==> src/rtl/fifo_uart_tx_pkg.sv <==
// Shared UART definitions: FSM state encodings, default baud divisor and line idle level.
// Kept generic so the receive side can reuse the same encodings.
package fifo_uart_tx_pkg;

  typedef enum logic [2:0] {
    S_IDLE   = 3'd0,
    S_READ   = 3'd1,
    S_LOAD   = 3'd2,
    S_START  = 3'd3,
    S_DATA   = 3'd4,
    S_PARITY = 3'd5,
    S_STOP   = 3'd6
  } uart_state_t;

  localparam int   DEFAULT_CLKS_PER_BIT = 16;
  localparam logic TX_IDLE              = 1'b1;

  // States in which the line carries a timed UART bit.
  function automatic logic is_bit_state(input uart_state_t s);
    return (s == S_START) || (s == S_DATA) || (s == S_PARITY) || (s == S_STOP);
  endfunction

endpackage

==> src/rtl/fifo_uart_tx_baud_cnt.sv <==
// Baud tick generator: counts 0..CLKS_PER_BIT-1 and flags the terminal count.
// clr holds the count at zero so every bit period starts aligned to a state change.
module fifo_uart_tx_baud_cnt
  import fifo_uart_tx_pkg::*;
#(
  parameter int CLKS_PER_BIT = DEFAULT_CLKS_PER_BIT
) (
  input  logic clk,
  input  logic rst,
  input  logic clr,
  output logic tick
);

  localparam int CW = (CLKS_PER_BIT > 1) ? $clog2(CLKS_PER_BIT) : 1;
  localparam logic [CW-1:0] TERMINAL = CW'(CLKS_PER_BIT - 1);

  logic [CW-1:0] cnt_reg;

  assign tick = (cnt_reg == TERMINAL);

  always_ff @(posedge clk or posedge rst) begin
    if (rst) begin
      cnt_reg <= '0;
    end else if (clr || tick) begin
      cnt_reg <= '0;
    end else begin
      cnt_reg <= cnt_reg + CW'(1);
    end
  end

endmodule

==> src/rtl/fifo_uart_tx.sv <==
// FIFO-draining UART transmitter (8N1; 8E1 when FIFO_UART_TX_PARITY_EN is defined).
// Pulls one byte per frame from a registered-read fifo and serialises it LSB first.
module fifo_uart_tx
  import fifo_uart_tx_pkg::*;
#(
  parameter int DATA_WIDTH   = 8,
  parameter int CLKS_PER_BIT = DEFAULT_CLKS_PER_BIT
) (
  input  logic                  clk,
  input  logic                  rst,
  input  logic                  empty,
  input  logic [DATA_WIDTH-1:0] fifo_data,
  output logic                  re,
  output logic                  tx,
  output logic                  busy,
  output logic                  tx_done
);

  localparam int IW = (DATA_WIDTH > 1) ? $clog2(DATA_WIDTH) : 1;
  localparam logic [IW-1:0] LAST_BIT = IW'(DATA_WIDTH - 1);

  uart_state_t           state_reg;
  logic [DATA_WIDTH-1:0] shift_reg;
  logic [IW-1:0]         bit_idx_reg;
  logic                  tx_reg;
  logic                  tx_done_reg;
  logic                  baud_tick;
  logic                  baud_clr;

  // Counter only runs while a bit is on the line, so it restarts on every state change.
  assign baud_clr = ~is_bit_state(state_reg);

  fifo_uart_tx_baud_cnt #(
    .CLKS_PER_BIT(CLKS_PER_BIT)
  ) u_baud_cnt (
    .clk (clk),
    .rst (rst),
    .clr (baud_clr),
    .tick(baud_tick)
  );

  assign re      = (state_reg == S_READ) & ~empty;
  assign busy    = (state_reg != S_IDLE);
  assign tx      = tx_reg;
  assign tx_done = tx_done_reg;

  // tx is loaded on the edge that enters each state, so the line is glitch-free.
  always_ff @(posedge clk or posedge rst) begin
    if (rst) begin
      state_reg   <= S_IDLE;
      shift_reg   <= '0;
      bit_idx_reg <= '0;
      tx_reg      <= TX_IDLE;
      tx_done_reg <= 1'b0;
    end else begin
      tx_done_reg <= 1'b0;
      case (state_reg)
        S_IDLE: begin
          tx_reg <= TX_IDLE;
          if (!empty) state_reg <= S_READ;
        end
        S_READ: state_reg <= S_LOAD;
        S_LOAD: begin
          shift_reg   <= fifo_data;
          bit_idx_reg <= '0;
          tx_reg      <= 1'b0;
          state_reg   <= S_START;
        end
        S_START: begin
          if (baud_tick) begin
            tx_reg    <= shift_reg[0];
            state_reg <= S_DATA;
          end
        end
        S_DATA: begin
          if (baud_tick) begin
            if (bit_idx_reg == LAST_BIT) begin
              bit_idx_reg <= '0;
`ifdef FIFO_UART_TX_PARITY_EN
              tx_reg      <= ^shift_reg;
              state_reg   <= S_PARITY;
`else
              tx_reg      <= TX_IDLE;
              state_reg   <= S_STOP;
`endif
            end else begin
              bit_idx_reg <= bit_idx_reg + IW'(1);
              tx_reg      <= shift_reg[bit_idx_reg + IW'(1)];
            end
          end
        end
`ifdef FIFO_UART_TX_PARITY_EN
        S_PARITY: begin
          if (baud_tick) begin
            tx_reg    <= TX_IDLE;
            state_reg <= S_STOP;
          end
        end
`endif
        S_STOP: begin
          if (baud_tick) begin
            tx_done_reg <= 1'b1;
            tx_reg      <= TX_IDLE;
            state_reg   <= empty ? S_IDLE : S_READ;
          end
        end
        default: begin
          tx_reg    <= TX_IDLE;
          state_reg <= S_IDLE;
        end
      endcase
    end
  end

endmodule

==> config.mk <==
export PLATFORM = sky130hd
export DESIGN_NAME = fifo_uart_tx
export DESIGN_NICKNAME = d
export VERILOG_FILES = /design/src/rtl/fifo_uart_tx_pkg.sv /design/src/rtl/fifo_uart_tx_baud_cnt.sv /design/src/rtl/fifo_uart_tx.sv
export SDC_FILE = /design/constraint.sdc
export NUM_CORES = 1
export LEC_CHECK = 0
export BUFFER_PORTS_ARGS = -buffer_cell sky130_fd_sc_hd__buf_4
export CAP_MARGIN = 20
export CORE_UTILIZATION = 58
export DETAILED_ROUTE_END_ITERATION = 8
export GPL_ROUTABILITY_DRIVEN = 0
export PLACE_DENSITY = 0.81
export SYNTH_ARGS = -nofsm -noshare
export SYNTH_HDL_FRONTEND = slang
export SYNTH_SLANG_ARGS = --single-unit
==> constraint.sdc <==
create_clock -name clk -period 5.3 [get_ports clk]
set_input_delay 1.06 -clock clk [delete_from_list [all_inputs] [get_ports clk]]
set_output_delay 1.06 -clock clk [all_outputs]
set_load 0.01 [all_outputs]
* Word-level counts from Yosys, hierarchy flattened
Cells that the tools add are included.
Widths: inputs -> output; s select.
** Word-level totals
- Word-level logic and storage cells :: 56
- Register bits :: 20
** Operators by class
- Reductions and logical operators :: 10
- $lt $le $gt $ge :: 1
- Equality and inequality tests :: 13
- Add/sub/neg operators :: 2
- Mux-type cells :: 20
- Bitwise gates (word level) :: 4
** Operator list (count)
- $mux 3 :: 7
- $pmux 3 s6 :: 1
- $eq 3x3->1 const B :: 4
- $mux 1 :: 8
- $ne 2x1->1 const B :: 4
- $eq 3x2->1 const B :: 2
- $pmux 3 s2 :: 1
- $pmux 1 s5 :: 1
- $reduce_and 5->1 :: 1
- $add 4x1->4 const B :: 1
- $eq 4x4->1 const B :: 1
- $logic_or 1x1->1 :: 4
- $lt 3x4->1 const B :: 1
- $mux 4 :: 1
- $reduce_and 4->1 :: 1
- $add 3x1->3 const B :: 1
- $bmux 1 s3 :: 1
- $eq 3x1->1 const B :: 1
- $logic_not 3->1 :: 1
- $not 1->1 :: 3
- $reduce_bool 3->1 :: 1
- $ne 2x2->1 const B :: 1
- $reduce_and 2->1 :: 1
- $reduce_bool 2->1 :: 1
- $and 1x1->1 :: 1

* Longest topological paths before layout
Gate-level depths: netlist of the first run.
- Word-level depth :: 7
- Gate-level depth with buffers :: 6

* Cells and area by module
Synthesis of the first run repeated with hierarchy kept, for this count alone.
** Unflattened totals
- Cell total of the unflattened synthesis :: 102
- Area, all modules :: 1096.1 sq um
** By module, submodules not included
- fifo_uart_tx :: area an instance 920.9 sq um, cells each 88, instances 1, seq. area each 401.6 sq um
- fifo_uart_tx_baud_cnt :: area an instance 175.2 sq um, cells each 14, instances 1, seq. area each 100.1 sq um

* Worst setup path after synthesis of the first run
OpenSTA, ideal clock, no wires.
- Path type :: in2out
- Start :: input port empty
- End :: output port re
- Stages :: 1
- Data required time :: 4240 ps
- Arrival :: 1498 ps
- Path buffers :: 0
- Setup slack :: 2742 ps
- Path through :: nor4b_1
** On the way
- Longest elaborated chain between the ends :: 2
** Ends and longest elaborated chain
- start, declared :: RTL line fifo_uart_tx.sv:11 : input logic empty,
- $not 1->1 :: RTL line fifo_uart_tx.sv:42 : assign re = (state_reg == S_READ) & ~empty;
- $and 1x1->1 :: RTL line fifo_uart_tx.sv:42
- end, declared :: RTL line fifo_uart_tx.sv:13 : output logic re,
Every way passes these cells.

* Final worst setup path of the first run
Ends and elaborated chain as after synthesis.

==> results.md, run 1 <==
### Synthesis
• number of synthesized register bits: 20
• Synth Instances: 90
• Post-synth EDFFs: 0
• number of warnings printed during yosys synthesis: 0
• Synth Net Count: 104
• Distinct cells, synth: 36
• share of the yosys chip area belonging to registers: 0.4932
• Synth Cell Area: 0.001017 mm2
• dominant synthesized flop cell: sky130_fd_sc_hd__dfrtp_1
• syn avg cell area: 11.30 um2
• Async S/R FF share, synth: 1.000

### Clock network
• buffers inserted by post-CTS timing repair: 0
• root buffer cell: sky130_fd_sc_hd__clkbuf_4
• Resize count post-CTS: 0
• number of buffers added by the clock tree synthesis step: 3
• clock transition at the registers of the reported paths: 0.10 ns
• Worst-Skew Late Latency: 0.29 ns
• clock tree from TritonCTS: built
• CTS H-Tree Depth: 1
• Hold-fix buffers, CTS: 0
• clock tree sinks: 20
• Max clock buf depth: 2

### STA
• RSZ-0062 raised after global routing: no
• # setup viols final: 0
• tightest slew margin relative to the limit: 0.5047
• final number of hold-violating endpoints: 0
• Max Clock Freq: 374.8 MHz
• post-route clock skew: 0.008601 ns
• Final period util: 0.5034
• total count of max-transition violations in the final report: 0
• Final min period: 2.668 ns
• minimum setup slack in the final design: 2.632 ns
• Worst-Margin Slew: 0.7421 ns
• Setup Total Neg Slack: 0 ns
• Min Hold Slack: 0.4641 ns

### Run
• maxcap violations: 0

### Floorplan
• Std-Cell Core Area: 0.001577 mm2
• Std-Cell Rows: 14
• Die X: 43.88 um
• die area: 0.001925 mm2
• die height: 43.88 um
• effective utilization at floorplan: 0.6452
• count of pins on the block boundary: 15

### Place
• half-perimeter wire length after detailed placement: 1347 um
• count of buffers inserted at the top-level ports: 14
• placed instance count: 118
• minimum setup slack after placement: 2.646 ns

### GRT
• number of antenna violations at the first check in global routing: 0
• leftover overflow at the end of global routing: 0
• first-pass GRT wire length: 3118 um
• fraction of met3 tracks used by global routing: 0.02500
• global routing usage on met1: 0.2981
• vias in the first global route: 722
• global route hottest layer: met2
• largest net degree at the start of global routing: 21
• global-route track usage on met2: 0.3761
• global routing usage summed across all routing layers: 0.2187

### Final layout
• count of nets after finishing: 121
• most common library cell in the layout ignoring fill and taps: sky130_fd_sc_hd__dfrtp_1
• Layout Area Growth over Synthesis: 15.13%
• commonest non-fill, non-tap cells in the layout: sky130_fd_sc_hd__dfrtp_1, sky130_fd_sc_hd__buf_4, sky130_fd_sc_hd__mux2_2
• share of post-route cells with drive strength above 1: 0.3208
• Antenna diodes: 0
• final core utilization: 0.7429
• FILL cells: 115
• Final Non-Filler Cells: 122
• flip-flop count of the largest register, all copies and words added: 8

### Route
• Starting DRT DRC Count: 24
• WL/cell: 14.93 um
• Post-DRT Antenna Nets: 0
• iteration count of the initial detailed-routing pass: 5
• final routed wirelength across all metal layers: 1822 um
• via density per instance: 5.943
• via count of the routed design: 725
• number of design rule violations left after detail routing: 0

### Worst hold path
• class of the tightest hold or removal check: flop to flop

### Worst setup path
• arrival time of the worst setup path: 1.61 ns
• cell type with the highest occurrence count on the critical path: sky130_fd_sc_hd__buf_4
• required time at the worst-slack endpoint: 4.24 ns
• sort of element at the start of the critical path: input port
• worst-path cell chain: buf_4 -> nor4b_1 -> buf_4
• worst-path maximum fanout: 3
• cell at the slowest stage of the critical path: sky130_fd_sc_hd__nor4b_1
• crit path kind: input port to output port
• maximum single-stage delay on the critical path: 0.25 ns
• type of element capturing the critical path: output port

### Pwr
• cell area power density: 221.3 mW/mm2
• worst-case vdd ir drop: 0.1776 mV
• Leak: 0.0005170 uW

### Status
• run status: complete, no violations

==> cells by family (layout without fill, tap and decap cells) <==
group | count (synthesis) | count (layout) | synth area share
compound gates | 17 | 17 | 0.1242
xor+xnor | 3 | 3 | 0.02583
fa+ha+maj | 3 | 3 | 0.03690
buf+inv | 10 | 26 | 0.03690
flops | 20 | 20 | 0.4932
mux | 11 | 11 | 0.1464
simple gates | 26 | 26 | 0.1365
==> per-layer routing <==
metal / vias up / share of wire / wire length, um
li1: 357 / - / -
met1: 341 / 0.45 / 820
met2: 27 / 0.50 / 902
met3: 0 / 0.054 / 99
met4: 0 / 0 / 0
met5: - / 0 / 0
==> synth_stat cells (2+ instances only) <==
master,instances,area (um2)
sky130_fd_sc_hd__dfrtp_1,19,475.5
sky130_fd_sc_hd__mux2_2,8,90.09
sky130_fd_sc_hd__inv_1,7,26.28
sky130_fd_sc_hd__nor2_1,7,26.28
sky130_fd_sc_hd__o22ai_1,6,37.54
sky130_fd_sc_hd__nand2_1,4,15.01
sky130_fd_sc_hd__ha_1,3,37.54
sky130_fd_sc_hd__nand2b_1,3,18.77
sky130_fd_sc_hd__nand3_1,3,15.01
sky130_fd_sc_hd__a21oi_1,2,10.01
sky130_fd_sc_hd__clkbuf_1,2,7.510
sky130_fd_sc_hd__xnor2_1,2,17.52
==> critical path, delay by kind of cell <==
| family | cells | cell delay [ns] |
|---|---|---|
| simple gates | 1 | 0.25 |
| buf+inv | 2 | 0.30 |
==> where the power goes <==
group / switching, uW / total [uW] / internal (uW)
clock: 44.2 / 86.0 / 41.8
sequential: 2.04 / 158 / 156
combinational: 5.69 / 14.9 / 9.17
total: 51.9 / 259 / 207
==> final timing paths <==
check | start | endpoint | slack, ns | cells past startpoint
worst max register to register | bit_idx_reg[0]$_DFFE_PP0P_ | tx$_DFFE_PP1P_ | 3.20 | 6
worst min-delay path | u_baud_cnt.cnt_reg[0]$_DFF_PP0_ | u_baud_cnt.cnt_reg[0]$_DFF_PP0_ | 0.46 | 1
min in group asynchronous | rst | shift_reg[7]$_DFFE_PP0P_ | 0.88 | 2
worst max-delay path | empty | re | 2.63 | 3
worst min register to register | u_baud_cnt.cnt_reg[0]$_DFF_PP0_ | u_baud_cnt.cnt_reg[0]$_DFF_PP0_ | 0.46 | 1
max in group asynchronous | rst | state_reg[0]$_DFFE_PP0P_ | 3.94 | 2
==> per-stage QoR <==
stage | power [uW] | area [um2]
after floorplan | 168.0 | 1017
after global placement | 175.5 | 1135
after detailed placement | 176.7 | 1135
after CTS | 263.7 | 1171
after global routing | 269.5 | 1171
final | 259.2 | 1171
==> area by class of cell <==
cell class	count	area (um2)	share of cell area
tap	16	20.02	0.01709
multi-input combinational	60	478.0	0.4081
inverter	8	30.03	0.02564
sequential	20	501.7	0.4284
timing repair buffer	14	105.1	0.08974
clock buffer	4	36.28	0.03098
Power figures use the tool's default switching activity.
==> run 2, diff against run 1 <==
- CORE_UTILIZATION: 58 -> 49
- PLACE_DENSITY: 0.81 -> 0.73
- clock period: 5.3 -> 2.4 ns (I/O delays scaled with it)
==> results.md, run 2 (synthesis gave the netlist of run 1 again) <==
### Status
• run status: complete, no violations, unchanged

### Final layout
• share of post-route cells with drive strength above 1: 0.3208, unchanged
• Antenna diodes: 0, unchanged
• final core utilization: 0.6040, was 0.7429
• commonest non-fill, non-tap cells in the layout: sky130_fd_sc_hd__dfrtp_1, sky130_fd_sc_hd__buf_4, sky130_fd_sc_hd__mux2_2, unchanged
• finished layout cell area: 0.001185 mm2, was 0.001171 mm2
• count of nets after finishing: 121, unchanged
• most common library cell in the layout ignoring fill and taps: sky130_fd_sc_hd__dfrtp_1, unchanged
• flip-flop count of the largest register, all copies and words added: 8, unchanged
• Layout Area Growth over Synthesis: 16.48%, was 15.13%
• Final Non-Filler Cells: 133, was 122

### STA
• Setup Total Neg Slack: 0 ns, unchanged
• # setup viols final: 0, unchanged
• tightest slew margin relative to the limit: 0.5084, was 0.5047
• Max Clock Freq: 496.4 MHz
• minimum setup slack in the final design: 0.3855 ns, was 2.632 ns
• RSZ-0062 raised after global routing: no, unchanged
• Final min period: 2.014 ns
• total count of max-transition violations in the final report: 0, unchanged
• final number of hold-violating endpoints: 0, unchanged
• Worst-Margin Slew: 0.7366 ns, was 0.7421 ns
• Final period util: 0.8394
• post-route clock skew: 0.005014 ns, was 0.008601 ns

### Floorplan
• count of pins on the block boundary: 15, unchanged
• effective utilization at floorplan: 0.5185, was 0.6452
• die height: 47.56 um, was 43.88 um
• Std-Cell Core Area: 0.001962 mm2, was 0.001577 mm2
• die area: 0.002262 mm2, was 0.001925 mm2
• Die X: 47.56 um, was 43.88 um
• Std-Cell Rows: 16, was 14

### Worst setup path
• reg-to-reg slack, setup: 0.39 ns, was 3.20 ns
• worst-path maximum fanout: 6, was 3
• crit path kind: flop to flop, was input port to output port
• sort of element at the start of the critical path: flop, was input port
• launch instance of the worst register-to-register path: bit_idx_reg[0]$_DFFE_PP0P_, unchanged
• arrival time of the worst setup path: 2.24 ns, was 1.61 ns
• capture point of the critical path: tx$_DFFE_PP1P_, was re
• required time at the worst-slack endpoint: 2.63 ns, was 4.24 ns
• Setup crit start: bit_idx_reg[0]$_DFFE_PP0P_, was empty
• reg2reg end: tx$_DFFE_PP1P_, unchanged
• number of cell instances on the worst register-to-register path: 6, unchanged
• type of element capturing the critical path: flop, was output port

### Pwr
• fraction of power consumed by sequential logic: 0.609, was 0.611
• switching portion of total power: 0.2043, was 0.2003
• internal power: 458.0 uW, was 207.3 uW
• cell area power density: 485.8 mW/mm2, was 221.3 mW/mm2
• sw power: 117.6 uW, was 51.91 uW
• Leak: 0.0005170 uW, unchanged
• share of total power in combinational logic: 0.056, was 0.057
• relative contribution of the clock network to total power: 0.335, was 0.332
• worst-case vdd ir drop: 0.3698 mV, was 0.1776 mV

### Route
• length of routed met3 wiring: 51 um, was 99 um
• number of design rule violations left after detail routing: 0, unchanged
• topmost layer with routed signal wires: met4, was met3
• via count of the routed design: 734, was 725
• final routed wirelength across all metal layers: 1883 um, was 1822 um
• WL/cell: 14.16 um, was 14.93 um
• routed wl met2: 889 um, was 902 um
• via density per instance: 5.519, was 5.943
• Starting DRT DRC Count: 4, was 24
• iteration count of the initial detailed-routing pass: 4, was 5
• Routed met1 length: 898 um, was 820 um
• Post-DRT Antenna Nets: 0, unchanged

### Clock network
• clock tree sinks: 20, unchanged
• Worst-Skew Late Latency: 0.30 ns, was 0.29 ns
• buffers inserted by post-CTS timing repair: 0, unchanged
• clock tree from TritonCTS: built, unchanged
• clock transition at the registers of the reported paths: 0.11 ns, was 0.10 ns
• Hold-fix buffers, CTS: 0, unchanged
• number of buffers added by the clock tree synthesis step: 3, unchanged
• root buffer cell: sky130_fd_sc_hd__clkbuf_4, unchanged
• Resize count post-CTS: 0, unchanged
• CTS H-Tree Depth: 1, unchanged
• Max clock buf depth: 2, unchanged

### GRT
• vias in the first global route: 656, was 722
• largest net degree at the start of global routing: 21, unchanged
• first-pass GRT wire length: 2877 um, was 3118 um
• number of antenna violations at the first check in global routing: 0, unchanged
• global routing usage summed across all routing layers: 0.1921, was 0.2187
• leftover overflow at the end of global routing: 0, unchanged

### Place
• minimum setup slack after placement: 0.4070 ns, was 2.646 ns
• placed instance count: 129, was 118
• half-perimeter wire length after detailed placement: 1393 um, was 1347 um
• instance area at placement: 0.001149 mm2, was 0.001135 mm2
• count of buffers inserted at the top-level ports: 14, unchanged

### Run
• maxcap violations: 0, unchanged

### Worst hold path
• class of the tightest hold or removal check: input port to async pin, was flop to flop

run 2: cell counts in the layout (fill, tap and decap cells not counted):
No cell type changed its count.
run 2: final cells by class:
| type | instances | area, um2 |
|---|---|---|
| fillers | 177 | 777.0 |
| flip-flops and latches | 20 | 501.7 |
| multi-input cells | 60 | 478.0 |
| repair buffers | 14 | 105.1 |
| clock buffers | 4 | 36.28 |
| well taps | 27 | 33.78 |
| inverters | 8 | 30.03 |
run 2: routing by layer:
| layer | vias up | global-route usage |
|---|---|---|
| met4 | 0 | 0.1056 |
| met3 | 4 | 0.04528 |
| met2 | 14 | 0.2795 |
| met5 | - | 0 |
| li1 | 364 | - |
| met1 | 352 | 0.2659 |
run 2: worst min-delay path by stage:
stage | startpoint | to | slack (ns) | depth (start not counted)
after global placement | u_baud_cnt.cnt_reg[0]$_DFF_PP0_ | u_baud_cnt.cnt_reg[0]$_DFF_PP0_ | 0.44 | 1
final | rst | shift_reg[4]$_DFFE_PP0P_ | 0.30 | 2
after detailed placement | u_baud_cnt.cnt_reg[0]$_DFF_PP0_ | u_baud_cnt.cnt_reg[0]$_DFF_PP0_ | 0.45 | 1
after global routing | rst | shift_reg[0]$_DFFE_PP0P_ | 0.35 | 2
after floorplan | u_baud_cnt.cnt_reg[0]$_DFF_PP0_ | u_baud_cnt.cnt_reg[0]$_DFF_PP0_ | 0.43 | 1
after CTS | rst | shift_reg[4]$_DFFE_PP0P_ | 0.32 | 2
run 2: power groups by stage:
stage               logic (uW)  registers (uW)  clock network [uW]
finish                    32.1             351                 193
global route              36.1             351                 216
CTS                       33.1             351                 202
detailed placement        33.1             357                   0
global placement          32.0             356                   0
floorplan                 16.1             355                   0
run 2: worst max-delay path, cell delays in order, from the launching register on:
cell and delay, ns:
sky130_fd_sc_hd__dfrtp_1 0.46, sky130_fd_sc_hd__ha_1 0.22, sky130_fd_sc_hd__ha_1 0.34, sky130_fd_sc_hd__mux4_2 0.49, sky130_fd_sc_hd__nor2b_1 0.15, sky130_fd_sc_hd__a211oi_2 0.19, sky130_fd_sc_hd__a211oi_1 0.09
run 2: per-stage QoR:
step,hold slack (ns),power [uW]
after floorplan,0.4291,371.0
after global placement,0.4410,388.4
after detailed placement,0.4530,390.1
after CTS,0.3188,586.0
after global routing,0.3487,603.7
final,0.2957,575.6
